## config.mk

```make
export PLATFORM = sky130hd
export DESIGN_NAME = regfile_wb_arbiter_flat
export DESIGN_NICKNAME = d
export VERILOG_FILES = /design/src/rtl/regfile_wb_arbiter_if.sv /design/src/rtl/regfile_wb_arbiter.sv /design/src/flat_wrapper.sv
export SDC_FILE = /design/constraint.sdc
export NUM_CORES = 1
export LEC_CHECK = 0
export BUFFER_PORTS_ARGS = -buffer_cell sky130_fd_sc_hd__buf_2
export CORE_ASPECT_RATIO = 0.6
export CORE_UTILIZATION = 38
export CTS_CLUSTER_SIZE = 30
export DETAILED_ROUTE_END_ITERATION = 10
export PLACE_DENSITY = 0.75
export SYNTH_ARGS = -nofsm -noshare
export SYNTH_HDL_FRONTEND = slang
export SYNTH_SLANG_ARGS = --single-unit
```

## constraint.sdc

```tcl
create_clock -name clk -period 2.7 [get_ports clk]
set_input_delay 0.405 -clock clk [delete_from_list [all_inputs] [get_ports clk]]
set_output_delay 0.405 -clock clk [all_outputs]
set_load 0.01 [all_outputs]
```

## src/rtl/regfile_wb_arbiter_if.sv

```systemverilog
// Writeback bus between the two requesters (ALU, LSU) and the register-file write port.
// The master side is the execute/memory pipeline, and the slave side is the arbiter.
interface regfile_wb_arbiter_if #(
    parameter int DATA_W = 32,
    parameter int ADDR_W = 5
);
    logic              req0_valid;
    logic [ADDR_W-1:0] req0_addr;
    logic [DATA_W-1:0] req0_data;
    logic              req0_ready;
    logic              req1_valid;
    logic [ADDR_W-1:0] req1_addr;
    logic [DATA_W-1:0] req1_data;
    logic              req1_ready;
    logic              rf_we;
    logic [ADDR_W-1:0] rf_waddr;
    logic [DATA_W-1:0] rf_wdata;

    modport master (
        output req0_valid, req0_addr, req0_data,
        input  req0_ready,
        output req1_valid, req1_addr, req1_data,
        input  req1_ready,
        input  rf_we, rf_waddr, rf_wdata
    );

    modport slave (
        input  req0_valid, req0_addr, req0_data,
        output req0_ready,
        input  req1_valid, req1_addr, req1_data,
        output req1_ready,
        output rf_we, rf_waddr, rf_wdata
    );
endinterface

```

## src/rtl/regfile_wb_arbiter.sv

```systemverilog
// Round-robin arbiter that shares the register-file write port between the ALU (req0)
// and LSU (req1) writeback paths. Grants are combinational, and the write port is
// registered with one cycle of latency. It also keeps commit and contention counters for
// performance debug.
module regfile_wb_arbiter #(
    parameter int DATA_W = 32,
    parameter int ADDR_W = 5,
    parameter int CNT_W  = 16
) (
    input  logic                 clk,
    input  logic                 reset_n,
    input  logic                 stall,
    regfile_wb_arbiter_if.slave  bus,
    output logic [CNT_W-1:0]     commit_cnt,
    output logic [CNT_W-1:0]     conflict_cnt
);

    // 1 means req1 won last, so req0 is preferred on the next conflict.
    logic              last_grant;
    logic              grant0;
    logic              grant1;
    logic              xfer0;
    logic              xfer1;
    logic              xfer;
    logic [ADDR_W-1:0] sel_addr;
    logic [DATA_W-1:0] sel_data;
    logic              sel_write;
    logic              conflict;

    // Grant decision: stall and reset block everything, and the contended case alternates.
    always_comb begin
        grant0 = 1'b0;
        grant1 = 1'b0;
        if (reset_n && !stall) begin
            if (bus.req0_valid && !bus.req1_valid) begin
                grant0 = 1'b1;
            end else if (bus.req1_valid && !bus.req0_valid) begin
                grant1 = 1'b1;
            end else if (bus.req0_valid && bus.req1_valid) begin
                if (last_grant) begin
                    grant0 = 1'b1;
                end else begin
                    grant1 = 1'b1;
                end
            end
        end
    end

    assign bus.req0_ready = grant0;
    assign bus.req1_ready = grant1;

    // Transfer qualification and selection of the winning payload.
    always_comb begin
        xfer0     = bus.req0_valid && grant0;
        xfer1     = bus.req1_valid && grant1;
        xfer      = xfer0 || xfer1;
        sel_addr  = xfer1 ? bus.req1_addr : bus.req0_addr;
        sel_data  = xfer1 ? bus.req1_data : bus.req0_data;
        // A write to r0 is accepted, but it is never written or counted.
        sel_write = xfer && (sel_addr != '0);
        conflict  = bus.req0_valid && bus.req1_valid && !stall;
    end

    // Round-robin pointer. It moves only when a transfer actually happens.
    always_ff @(posedge clk or negedge reset_n) begin
        if (!reset_n) begin
            last_grant <= 1'b1;
        end else if (xfer0) begin
            last_grant <= 1'b0;
        end else if (xfer1) begin
            last_grant <= 1'b1;
        end
    end

    // Registered write port. Address and data hold when there is no transfer.
    always_ff @(posedge clk or negedge reset_n) begin
        if (!reset_n) begin
            bus.rf_we    <= 1'b0;
            bus.rf_waddr <= '0;
            bus.rf_wdata <= '0;
        end else begin
            bus.rf_we <= sel_write;
            if (xfer) begin
                bus.rf_waddr <= sel_addr;
                bus.rf_wdata <= sel_data;
            end
        end
    end

    // Commit counter. It follows rf_we and wraps.
    always_ff @(posedge clk or negedge reset_n) begin
        if (!reset_n) begin
            commit_cnt <= '0;
        end else if (sel_write) begin
            commit_cnt <= commit_cnt + CNT_W'(1);
        end
    end

    // Contention counter. It saturates so that long runs stay readable.
    always_ff @(posedge clk or negedge reset_n) begin
        if (!reset_n) begin
            conflict_cnt <= '0;
        end else if (conflict && (conflict_cnt != '1)) begin
            conflict_cnt <= conflict_cnt + CNT_W'(1);
        end
    end

endmodule
```

## src/flat_wrapper.sv

```systemverilog
// flat-port wrapper written by rule: the top's interface ports become plain ports
module regfile_wb_arbiter_flat 
#(
    parameter int DATA_W = 32,
    parameter int ADDR_W = 5,
    parameter int CNT_W  = 16
)
  (clk, reset_n, stall, commit_cnt, conflict_cnt, bus_req0_valid, bus_req0_addr, bus_req0_data, bus_req0_ready, bus_req1_valid, bus_req1_addr, bus_req1_data, bus_req1_ready, bus_rf_we, bus_rf_waddr, bus_rf_wdata);
  regfile_wb_arbiter_if #(.DATA_W(DATA_W), .ADDR_W(ADDR_W)) bus_i ();
  input  logic clk;
  input  logic reset_n;
  input  logic stall;
  output logic [CNT_W-1:0] commit_cnt;
  output logic [CNT_W-1:0] conflict_cnt;
  input wire logic [$bits(bus_i.req0_valid)-1:0] bus_req0_valid;
  input wire logic [$bits(bus_i.req0_addr)-1:0] bus_req0_addr;
  input wire logic [$bits(bus_i.req0_data)-1:0] bus_req0_data;
  output wire logic [$bits(bus_i.req0_ready)-1:0] bus_req0_ready;
  input wire logic [$bits(bus_i.req1_valid)-1:0] bus_req1_valid;
  input wire logic [$bits(bus_i.req1_addr)-1:0] bus_req1_addr;
  input wire logic [$bits(bus_i.req1_data)-1:0] bus_req1_data;
  output wire logic [$bits(bus_i.req1_ready)-1:0] bus_req1_ready;
  output wire logic [$bits(bus_i.rf_we)-1:0] bus_rf_we;
  output wire logic [$bits(bus_i.rf_waddr)-1:0] bus_rf_waddr;
  output wire logic [$bits(bus_i.rf_wdata)-1:0] bus_rf_wdata;
  assign bus_i.req0_valid = bus_req0_valid;
  assign bus_i.req0_addr = bus_req0_addr;
  assign bus_i.req0_data = bus_req0_data;
  assign bus_req0_ready = bus_i.req0_ready;
  assign bus_i.req1_valid = bus_req1_valid;
  assign bus_i.req1_addr = bus_req1_addr;
  assign bus_i.req1_data = bus_req1_data;
  assign bus_req1_ready = bus_i.req1_ready;
  assign bus_rf_we = bus_i.rf_we;
  assign bus_rf_waddr = bus_i.rf_waddr;
  assign bus_rf_wdata = bus_i.rf_wdata;
  regfile_wb_arbiter #(.DATA_W(DATA_W), .ADDR_W(ADDR_W), .CNT_W(CNT_W)) u_core (.clk(clk), .reset_n(reset_n), .stall(stall), .bus(bus_i), .commit_cnt(commit_cnt), .conflict_cnt(conflict_cnt));
endmodule
```

Word level (Yosys, flattened, before mapping)
Index checks and enable logic that the tools add are counted.
{"block": "totals", "reg_bits": 71, "out_inout_bits": 72, "elab_cells": 38, "input_bits": 79}
{"block": "op_classes", "n_eq_ne": 1, "add_sub_neg": 2, "n_reduce_logical": 15, "muxes": 14}
{"operator": "16-bit by 1-bit adder with 16-bit output (second input constant)", "count": 2}
{"operator": "32-bit two-way mux", "count": 1}
{"operator": "16-bit inequality test (second input constant)", "count": 1}
{"operator": "1-bit two-way mux", "count": 12}
{"operator": "1-bit logical AND", "count": 9}
{"operator": "5-bit two-way mux", "count": 1}
{"operator": "5-bit nonzero test", "count": 1}
{"operator": "1-bit logical NOT", "count": 3}
{"operator": "2-bit nonzero test", "count": 1}
{"operator": "1-bit logical OR", "count": 1}

Longest topological paths before layout
Gate-level depths: netlist of the first run.
{"block": "logic_depth", "depth_word": 9, "ltp_mapped": 6, "mapped_depth_nobuf": 5}

Worst setup path after synthesis of the first run
No wires, ideal clock.
{"block": "synth_path", "kind": "reg-to-output", "from": "reg u_core.last_grant", "to": "out bus_req1_ready", "stages_incl_launch_ff": 6, "n_path_buf": 2, "required_ps": 2295, "slack_ps": 782, "t_arrival_ps": 1513, "path_cell_list": "dfstp_2 and2_1 or2_2 clkbuf_1 clkbuf_1 inv_1"}
{"block": "synth_between", "elab_chain_cells": 5}
{"item": "start, declared", "line_no": "regfile_wb_arbiter.sv:19", "rtl": "logic last_grant;"}
{"item": "start signal, assigned", "line_no": "regfile_wb_arbiter.sv:67", "rtl": "last_grant <= 1'b1;"}
{"item": "start signal, assigned", "line_no": "regfile_wb_arbiter.sv:69", "rtl": "last_grant <= 1'b0;"}
{"item": "start signal, assigned", "line_no": "regfile_wb_arbiter.sv:71", "rtl": "last_grant <= 1'b1;"}
{"item": "1-bit two-way mux", "line_no": "regfile_wb_arbiter.sv:40", "rtl": "if (last_grant) begin"}
{"item": "1-bit two-way mux", "line_no": "regfile_wb_arbiter.sv:39", "rtl": "end else if (bus.req0_valid && bus.req1_valid) begin"}
{"item": "1-bit two-way mux", "line_no": "regfile_wb_arbiter.sv:37", "rtl": "end else if (bus.req1_valid && !bus.req0_valid) begin"}
{"item": "1-bit two-way mux", "line_no": "regfile_wb_arbiter.sv:35", "rtl": "if (bus.req0_valid && !bus.req1_valid) begin"}
{"item": "1-bit two-way mux", "line_no": "regfile_wb_arbiter.sv:34", "rtl": "if (reset_n && !stall) begin"}
{"item": "end, declared", "line_no": "flat_wrapper.sv:22", "rtl": "output wire logic [$bits(bus_i.req1_ready)-1:0] bus_req1_ready;"}
No other way between the ends.

Final worst setup path of the first run
{"block": "layout_path", "from": "in reset_n", "to": "out bus_req1_ready"}
{"block": "layout_between", "elab_chain_cells": 2}
{"item": "start, declared", "line_no": "flat_wrapper.sv:11", "rtl": "input logic reset_n;"}
{"item": "1-bit logical AND", "line_no": "regfile_wb_arbiter.sv:34"}
{"item": "1-bit two-way mux", "line_no": "regfile_wb_arbiter.sv:34"}
No other way between the ends.

==> results of run 1 <==
[state kept, by name, indices dropped and copies added (netlist names)]
| name | flops |
|---|---|
| u_core.conflict_cnt | 16 |
| u_core.bus.rf_wdata | 32 |
| u_core.bus.rf_we | 1 |
| u_core.bus.rf_waddr | 5 |
| u_core.last_grant | 1 |
| u_core.commit_cnt | 16 |
[Yosys cell counts (all sizes together)]
cell	n
a2111oi	4
a211oi	3
a21oi	40
and2	1
and3	3
and3b	1
and4	2
buf	6
clkbuf	11
dfrtp	70
dfstp	1
ha	2
inv	5
mux2	3
mux2i	37
nand2	17
nand2b	1
nand3	11
nand3b	3
nand4	7
nor2	39
nor2b	1
nor3	9
nor4	14
o211a	1
o21ai	2
or2	4
or3	3
or4	1
xnor2	2
xor2	27
[per-stage QoR]
| stage | hold WS [ns] | worst slack [ns] | cell area (um^2) | std cells | utilization [%] |
|---|---|---|---|---|---|
| floorplan | 0.109 | 0.782 | 3510 | 331 | - |
| detailed placement | 0.328 | 0.555 | 4380 | 580 | 50.2 |
| finish | 0.337 | 0.198 | 4700 | 597 | 53.9 |
| CTS | 0.326 | 0.170 | 4700 | 597 | 53.9 |
| global route | 0.345 | 0.0211 | 4700 | 597 | 53.9 |
| global placement | 0.321 | 0.634 | 4380 | 580 | 50.2 |
[metal layers]
layer	wire, um	part of all wire (%)	global-route usage (%)
met3	558	6.2	5.20
met4	36	0.40	4.94
met5	12	0.13	0
met2	4000	45	30.4
met1	4340	49	27.3
[final cells by class]
cell class	instances	area share, %
Clock buffer	13	5.75
Clock inverter	3	0.852
Inverter	5	0.399
Multi-Input combinational cell	238	35.0
Sequential cell	71	37.8
Tap cell	112	2.98
Timing Repair Buffer	155	17.1
[power by group through the flow]
stage	clock network, uW	logic, uW	registers, uW
floorplan	0	312	1570
global placement	0	796	1480
finish	1200	801	1470
CTS	1240	815	1470
detailed placement	0	810	1490
global route	1290	888	1510
[critical path, cell delays in order]
cell and delay, ns:
dlygate4sd3_1 0.54, buf_4 0.31, nand3b_4 0.14, or2_2 0.47, inv_1 0.08, buf_2 0.13
[final timing paths]
kind | from | endpoint | cells after the start
max | reset_n | bus_req1_ready | 6
min | bus_req1_data[27] | u_core.bus.rf_wdata[27]$_DFFE_PN0P_ | 3
max reg2reg | u_core.last_grant$_DFFE_PN1P_ | u_core.bus.rf_wdata[23]$_DFFE_PN0P_ | 5
min reg2reg | u_core.commit_cnt[13]$_DFFE_PN0P_ | u_core.commit_cnt[13]$_DFFE_PN0P_ | 1
max in group asynchronous | reset_n | u_core.bus.rf_wdata[1]$_DFFE_PN0P_ | 3
min in group asynchronous | reset_n | u_core.bus.rf_waddr[3]$_DFFE_PN0P_ | 2
[cell families after synthesis]
| family | Yosys count | share of synthesized area, % |
|---|---|---|
| mux | 40 | 11.5 |
| compound gates | 50 | 8.45 |
| xor+xnor | 29 | 7.24 |
| buf+inv | 22 | 2.71 |
| simple gates | 117 | 18.7 |
| fa+ha+maj | 2 | 0.713 |
| flops | 71 | 50.7 |
==> results_dict.tcl, run 1 <==
set metrics [dict create \
    setup.worst_path.start_class "input pin" \
    netlist.top_cell.by_area "dfrtp_1" \
    firstDrtPassIters 4 \
    ff_latch_area_um2 1780 \
    synthTopCellsByArea "dfrtp_1 50%, mux2i_1 11%, xor2_1 6.7%" \
    cts_resized 0 \
    vias 2973 \
    syn2layout_area_growth_pct 34.0 \
    ys_warn_count 0 \
    multi_input_area_um2 1650 \
    cp_max_fo 24 \
    combPwrFrac_pct 23.0 \
    syn_inst 331 \
    internal_power_uw 2450 \
    p_clk_share_pct 34.6 \
    grt_pass1_vias 2973 \
    regToRegSetupSlack_ns 0.74 \
    ys_types 39 \
    post_cts_buffers 0 \
    final_cell_mix "149 x buf_2, 70 x dfrtp_1, 39 x nor2_1, 38 x a21oi_1, 37 x mux2i_1" \
    max-vdd-ir-drop_uv 385 \
    ys_seq_elements 71 \
    routed_wl_um 8940 \
    grt_max_degree 58 \
    start_util_pct 40.2 \
    clk_pin_slew_ns 0.05 \
    cap_violations 0 \
    finalCritPeriodShare_pct 92.7 \
    gp_congestion 0.808 \
    grt_use_total_pct 19.7 \
    place_hpwl_um 6710 \
    cts.sinks 71 \
    wire_per_inst_um 15.0 \
    ios 151 \
    p_total_uw 3480 \
    cts-root-buf "clkbuf_16" \
    nFillCells 805 \
    slew_violations 0 \
    path_class "in2out" \
    route.detailed.drc 0 \
    tns_ns 0 \
    synth-seq-area-share_pct 50.7 \
    status "complete, no violations" \
    nets 561 \
    leakage_uw 0.00232 \
    cts_tree "built" \
    skew_ns 0.00560 \
    power_density_nw_per_um2 740 \
    switchingPower_uw 1030 \
    clkLatencyLatePin_ns 0.32 \
    setup_viol_count_final 0 \
    period_needed_ns 2.50 \
    htreeDepth 3 \
    cts_buffers 9 \
    grt_pass1_wl_um 15000 \
    hold_buffers 1 \
    vias_per_cell 4.98 \
    seqPwrFrac_pct 42.3 \
    hold_class "in2reg" \
    worstMarginPinSlew_ns 0.732 \
    cp_data_arrival_time_ns 2.10 \
    cts_buffer_depth 2 \
    netlist_area_um2 3510 \
    p_sw_share_pct 29.7 \
    rows 26 \
    worstSetupEndpointType "output pin" \
    io_buffers 150 \
    die_w_um 126 \
    syn_area_per_cell_um2 10.6 \
    die-area_um2 9630 \
    layout_commonest_cell "buf_2" \
    antenna_cells 0 \
    globalRouteOverflowTotal 0 \
    antenna_found_initial 1 \
    ant_nets 0 \
    drive_gt1_share_pct 38.1 \
    coreArea_um2 8720 \
    synth_top_area_share_pct 49.9 \
    drt_iter0_markers 121 \
    critPathRequiredTime_ns 2.30 \
    hold_viol_final 0 \
    rsz0062_at_grt "false" \
    fmax_mhz 400 \
    syn_nets 412 \
    fp.dieH_um 76.4 \
    slew_headroom_pct 51.0 \
]
No activity file was read; power rests on OpenSTA's default activity.
==> run 2: changes to the inputs <==
--- a/config.mk
+++ b/config.mk
@@ -7,10 +7,10 @@
 export LEC_CHECK = 0
 export BUFFER_PORTS_ARGS = -buffer_cell sky130_fd_sc_hd__buf_2
 export CORE_ASPECT_RATIO = 0.6
-export CORE_UTILIZATION = 38
+export CORE_UTILIZATION = 45
 export CTS_CLUSTER_SIZE = 30
 export DETAILED_ROUTE_END_ITERATION = 10
-export PLACE_DENSITY = 0.75
+export PLACE_DENSITY = 0.85
 export SYNTH_ARGS = -nofsm -noshare
 export SYNTH_HDL_FRONTEND = slang
 export SYNTH_SLANG_ARGS = --single-unit
==> results_dict.tcl, run 2 (synthesis results as in run 1) <==
set metrics [dict create \
    cts_resized 0 \
    cts.sinks 71 \
    slew_violations 0 \
    post_cts_buffers 0 \
    status "complete, no violations" \
    drive_gt1_share_pct 38.4 \
    nFillCells 622 \
    finalCritPeriodShare_pct 79.6 \
    antenna_cells 0 \
    nets 561 \
    syn2layout_area_growth_pct 33.3 \
    setup_viol_count_final 0 \
    path_class "reg2out" \
    globalRouteOverflowTotal 0 \
    ant_nets 0 \
    period_needed_ns 2.15 \
    rows 24 \
    setup.worst_path.start_class "register" \
    grt_pass1_wl_um 13900 \
    vias_per_cell 5.10 \
    power_density_nw_per_um2 740 \
    critPathSlowestCell "dfstp_2" \
    crit_chain "and2_1 > or2_2 > inv_1 > buf_2" \
    critPathRequiredTime_ns 2.30 \
    layout_commonest_cell "buf_2" \
    start_util_pct 47.5 \
    cts-root-buf "clkbuf_16" \
    tns_ns 0 \
    clkLatencyLatePin_ns 0.33 \
    max_stage_delay_ns 0.54 \
    pre_cts_slack_ns 0.553 \
    drt_iter0_markers 130 \
    htreeDepth 3 \
    fmax_mhz 465 \
    hold_slack_ns 0.0542 \
    hold_buffers 0 \
    wire_per_inst_um 15.3 \
    gp_congestion 0.846 \
    largestRegisters "u_core.bus.rf_wdata (32), u_core.commit_cnt (16), u_core.conflict_cnt (16)" \
    hold_class "in2async" \
    setup_ws_ns 0.550 \
    finalNonFillerCells 589 \
    clk_pin_slew_ns 0.06 \
    route.detailed.drc 0 \
    grt_max_degree 71 \
    cp_data_arrival_time_ns 1.74 \
    antenna_found_initial 0 \
    cp_max_fo 26 \
    die_w_um 116 \
    grt_pass1_vias 2806 \
    ios 151 \
    grt_use_total_pct 22.6 \
    largest_reg_flops 32 \
    skew_ns 0.00219 \
    dp.cells 573 \
    worstSetupEndpointType "output pin" \
    vias 3005 \
    slew_headroom_pct 41.6 \
    fp.dieH_um 70.4 \
    io_buffers 150 \
    coreArea_um2 7390 \
    cap_violations 0 \
    cts_tree "built" \
    firstDrtPassIters 4 \
    place_hpwl_um 6780 \
    rsz0062_at_grt "false" \
    leakage_uw 0.00230 \
    max-vdd-ir-drop_uv 397 \
    die-area_um2 8170 \
    worstMarginPinSlew_ns 0.875 \
    hold_viol_final 0 \
    cts_buffer_depth 2 \
    final_cell_mix "149 x buf_2, 70 x dfrtp_1, 39 x nor2_1, 38 x a21oi_1, 37 x mux2i_1" \
    largest_register "u_core.bus.rf_wdata" \
    cts_buffers 9 \
    routed_wl_um 9030 \
]
## run 2: worst max-delay path: cells and delay by family, from the launching register on
family | cells | cell delay [ns]
DFF | 1 | 0.54
and+or+nand+nor | 2 | 0.66
buffers and inverters | 2 | 0.22
## run 2: cell type report
cell class	instances	area [um^2]	share of cell area (%)
timing repair buffer	155	803	17.2
clock inverter	5	57.6	1.23
inverter	5	18.8	0.401
multi-input combinational	238	1650	35.2
tap	104	130	2.78
clock buffer	11	243	5.19
sequential	71	1780	38.0
## run 2: final timing paths
path                                                         from                                   to  slack [ns]  cells after the start
worst max register to register      u_core.last_grant$_DFFE_PN1P_  u_core.bus.rf_wdata[10]$_DFFE_PN0P_        0.66                      5
worst max-delay path                u_core.last_grant$_DFFE_PN1P_                       bus_req1_ready        0.55                      4
worst min-delay path                                      reset_n        u_core.last_grant$_DFFE_PN1P_        0.05                      1
min in group clk                                 bus_req1_data[6]   u_core.bus.rf_wdata[6]$_DFFE_PN0P_        0.33                      3
worst min register to register  u_core.commit_cnt[15]$_DFFE_PN0P_    u_core.commit_cnt[15]$_DFFE_PN0P_        0.46                      1
max in group asynchronous                                 reset_n   u_core.bus.rf_wdata[1]$_DFFE_PN0P_        1.78                      2
## run 2: power breakdown
group / switching, uW / internal, uW / leakage [uW] / total (uW)
clock network: 439 / 738 / 0.000138 / 1180
logic: 430 / 369 / 0.00131 / 799
registers: 194 / 1290 / 0.000855 / 1480
total: 1060 / 2400 / 0.00230 / 3460
## run 2: layer usage
layer	routed length (um)	global-route usage [%]	vias to the layer above
li1	-	-	1476
met3	663	7.29	6
met2	4080	34.7	99
met1	4230	30.8	1424
met4	64	5.56	0
met5	0	0	-
## run 2: metrics by stage
step / utilization [%] / instance area [um^2] / total power, uW
floorplan: - / 3510 / 1880
global placement: 59.2 / 4380 / 2270
detailed placement: 59.2 / 4380 / 2300
CTS: 63.3 / 4680 / 3500
global route: 63.3 / 4680 / 3640
finish: 63.3 / 4680 / 3460
==> run 3: changes to the inputs <==
--- a/config.mk
+++ b/config.mk
@@ -5,12 +5,13 @@
 export SDC_FILE = /design/constraint.sdc
 export NUM_CORES = 1
 export LEC_CHECK = 0
+export ABC_AREA = 1
 export BUFFER_PORTS_ARGS = -buffer_cell sky130_fd_sc_hd__buf_2
 export CORE_ASPECT_RATIO = 0.6
-export CORE_UTILIZATION = 45
+export CORE_UTILIZATION = 44
 export CTS_CLUSTER_SIZE = 30
 export DETAILED_ROUTE_END_ITERATION = 10
-export PLACE_DENSITY = 0.85
+export PLACE_DENSITY = 0.86
 export SYNTH_ARGS = -nofsm -noshare
 export SYNTH_HDL_FRONTEND = slang
 export SYNTH_SLANG_ARGS = --single-unit
==> constraint.sdc (replaced) <==
create_clock -name clk -period 1.94 [get_ports clk]
set_input_delay 0.291 -clock clk [delete_from_list [all_inputs] [get_ports clk]]
set_output_delay 0.291 -clock clk [all_outputs]
set_load 0.01 [all_outputs]
==> results_dict.tcl, run 3 <==
set metrics [dict create \
    status "complete, no violations" \
    leakage_uw 0.00259 \
    cts-root-buf "clkbuf_16" \
    die_w_um 120 \
    dp.cells 712 \
    start_util_pct 45.9 \
    setup_viol_count_final 0 \
    internal_power_uw 3340 \
    hold_viol_final 0 \
    syn_nets 544 \
    finalCritPeriodShare_pct 91.6 \
    reg2reg_to "u_core.commit_cnt[5]$_DFFE_PN0P_" \
    globalRouteOverflowTotal 0 \
    syn_area_per_cell_um2 7.87 \
    die-area_um2 8670 \
    cp_max_fo 29 \
    synth_edf_count 0 \
    syn_inst 463 \
    rsz0062_at_grt "false" \
    wire_per_inst_um 13.7 \
    cp_data_arrival_time_ns 1.49 \
    fp.dieH_um 72.5 \
    rows 25 \
    final_cell_mix "149 x buf_2, 124 x nand2_1, 70 x dfrtp_1, 59 x nor2_1, 40 x o21ai_0" \
    synth_top_area_share_pct 48.0 \
    reg2reg_depth 9 \
    io_buffers 150 \
    switchingPower_uw 1470 \
    yosysMostFrequentCell "nand2_1" \
    largest_register "u_core.bus.rf_wdata" \
    route.detailed.drc 0 \
    drive_gt1_share_pct 30.3 \
    routed_wl_um 9960 \
    critPathRequiredTime_ns 1.65 \
    ios 151 \
    drt_iter0_markers 236 \
    max-vdd-ir-drop_uv 648 \
    coreArea_um2 7950 \
    largest_reg_flops 32 \
    firstDrtPassIters 5 \
    cap_violations 0 \
    synthTopCellsByArea "dfrtp_1 48%, nand2_1 13%, nor2_1 6.1%" \
    antenna_cells 0 \
    cts_buffer_depth 2 \
    cts.sinks 71 \
    crit_chain "nand2_1 > nand2_2 > nor2_4 > buf_6 > buf_2" \
    antenna_found_initial 0 \
    fmax_mhz 563 \
    ys_types 28 \
    startpoint "u_core.last_grant$_DFFE_PN1P_" \
    combPwrFrac_pct 22.7 \
    skew_ns 0.00698 \
    critPathSlowestCell "dfstp_2" \
    critPathCapture "bus_req1_ready" \
    worstMarginPinSlew_ns 0.637 \
    slew_headroom_pct 57.5 \
    clkLatencyLatePin_ns 0.34 \
    grt_use_total_pct 24.1 \
    p_clk_share_pct 36.0 \
    grt_max_degree 52 \
    netlist.top_cell.by_area "dfrtp_1" \
    power_density_nw_per_um2 987 \
    ant_nets 0 \
    hold_class "in2async" \
    seqPwrFrac_pct 41.3 \
    period_needed_ns 1.78 \
    netlist_area_um2 3650 \
    finalNonFillerCells 729 \
    worstSetupEndpointType "output pin" \
    gp_congestion 0.917 \
    synth.top_cells.by_count "124 x nand2_1, 70 x dfrtp_1, 59 x nor2_1" \
    htreeDepth 3 \
    syn2layout_area_growth_pct 33.6 \
    setup.worst_path.start_class "register" \
    ys_warn_count 0 \
    cts_tree "built" \
    r2r_start "u_core.last_grant$_DFFE_PN1P_" \
    max_stage_delay_ns 0.37 \
    vias_per_cell 4.98 \
    tns_ns 0 \
    p_sw_share_pct 30.5 \
    clk_pin_slew_ns 0.06 \
    nets 698 \
    slew_violations 0 \
    regToRegSetupSlack_ns 0.17 \
    synth-seq-area-share_pct 48.8 \
    place_hpwl_um 7160 \
    largestRegisters "u_core.bus.rf_wdata (32), u_core.commit_cnt (16), u_core.conflict_cnt (16)" \
    vias 3629 \
    ys.flop_type "dfrtp_1" \
    path_class "reg2out" \
    grt_pass1_wl_um 16100 \
    ys_async_sr_fraction_pct 100 \
    cts_buffers 9 \
    ys_seq_elements 71 \
    grt_pass1_vias 3389 \
    layout_commonest_cell "buf_2" \
]
==> run 3: repair_timing <==
action / 4_1_cts / 5_1_grt
gates resized for setup: 0 / 2
buffers inserted: 0 / 1
hold endpoints to repair: 19 / 0
endpoints found under the setup margin: 0 / 17
hold buffers: 1 / 0
==> run 3: worst min path at each step <==
stage	start	end	slack [ns]	cells after the start
6_report	reset_n	u_core.conflict_cnt[1]$_DFFE_PN0P_	0.11	2
5_1_grt	reset_n	u_core.bus.rf_waddr[0]$_DFFE_PN0P_	0.17	2
4_1_cts	reset_n	u_core.commit_cnt[1]$_DFFE_PN0P_	0.12	2
3_5_place_dp	reset_n	u_core.bus.rf_wdata[30]$_DFFE_PN0P_	0.31	2
3_3_place_gp	reset_n	u_core.bus.rf_wdata[30]$_DFFE_PN0P_	0.30	2
2_1_floorplan	reset_n	u_core.bus.rf_waddr[0]$_DFFE_PN0P_	-0.005	0
==> run 3: logic make-up (layout without fill, tap and decap cells) <==
| family | count (synthesis) | after routing | share of synthesized area, % |
|---|---|---|---|
| simple gates | 232 | 232 | 26.4 |
| compound gates | 80 | 80 | 11.5 |
| flops | 71 | 71 | 48.8 |
| buf+inv | 50 | 208 | 5.97 |
| xor+xnor | 28 | 28 | 6.73 |
| fa+ha+maj | 2 | 2 | 0.686 |
==> run 3: worst max-delay path: cells and delay by family (launching register included) <==
| family | cells | cell delay (ns) |
|---|---|---|
| and+or+nand+nor | 3 | 0.36 |
| buffers and inverters | 2 | 0.43 |
| DFF | 1 | 0.37 |
==> run 3: metrics by stage <==
stage                     hold slack (ns)  power, uW  instance area [um^2]  setup slack (ns)  utilization [%]
after global routing                0.168       5080                  4870            0.0301             61.3
after CTS                           0.120       4840                  4840            0.0556             61.0
after global placement              0.295       3040                  4520             0.240             56.9
final                               0.111       4810                  4870             0.162             61.3
after floorplan                  -0.00459       2550                  3650             0.296                -
after detailed placement            0.312       3080                  4520             0.149             56.9
==> run 3: routing by layer <==
layer	vias to the layer above	global-route usage (%)	wire [um]
met5	-	0	0
met4	0	8.89	162
met3	15	6.60	610
met2	138	39.9	4790
met1	1682	30.5	4400
li1	1794	-	-
==> run 3: power by group through the flow <==
stage          Clock [uW]  Combinational, uW  Sequential [uW]
2_1_floorplan           0                436             2110
3_3_place_gp            0               1050             1990
3_5_place_dp            0               1080             2000
4_1_cts              1770               1090             1980
5_1_grt              1830               1220             2020
6_report             1730               1090             1980
==> run 3: area by class of cell <==
cell class | count | area (um^2)
Sequential cell | 71 | 1780
Multi-Input combinational cell | 342 | 1660
Clock inverter | 6 | 86.3
Inverter | 32 | 120
Clock buffer | 9 | 225
Tap cell | 108 | 135
Fill cell | 726 | 3070
Timing Repair Buffer | 161 | 867
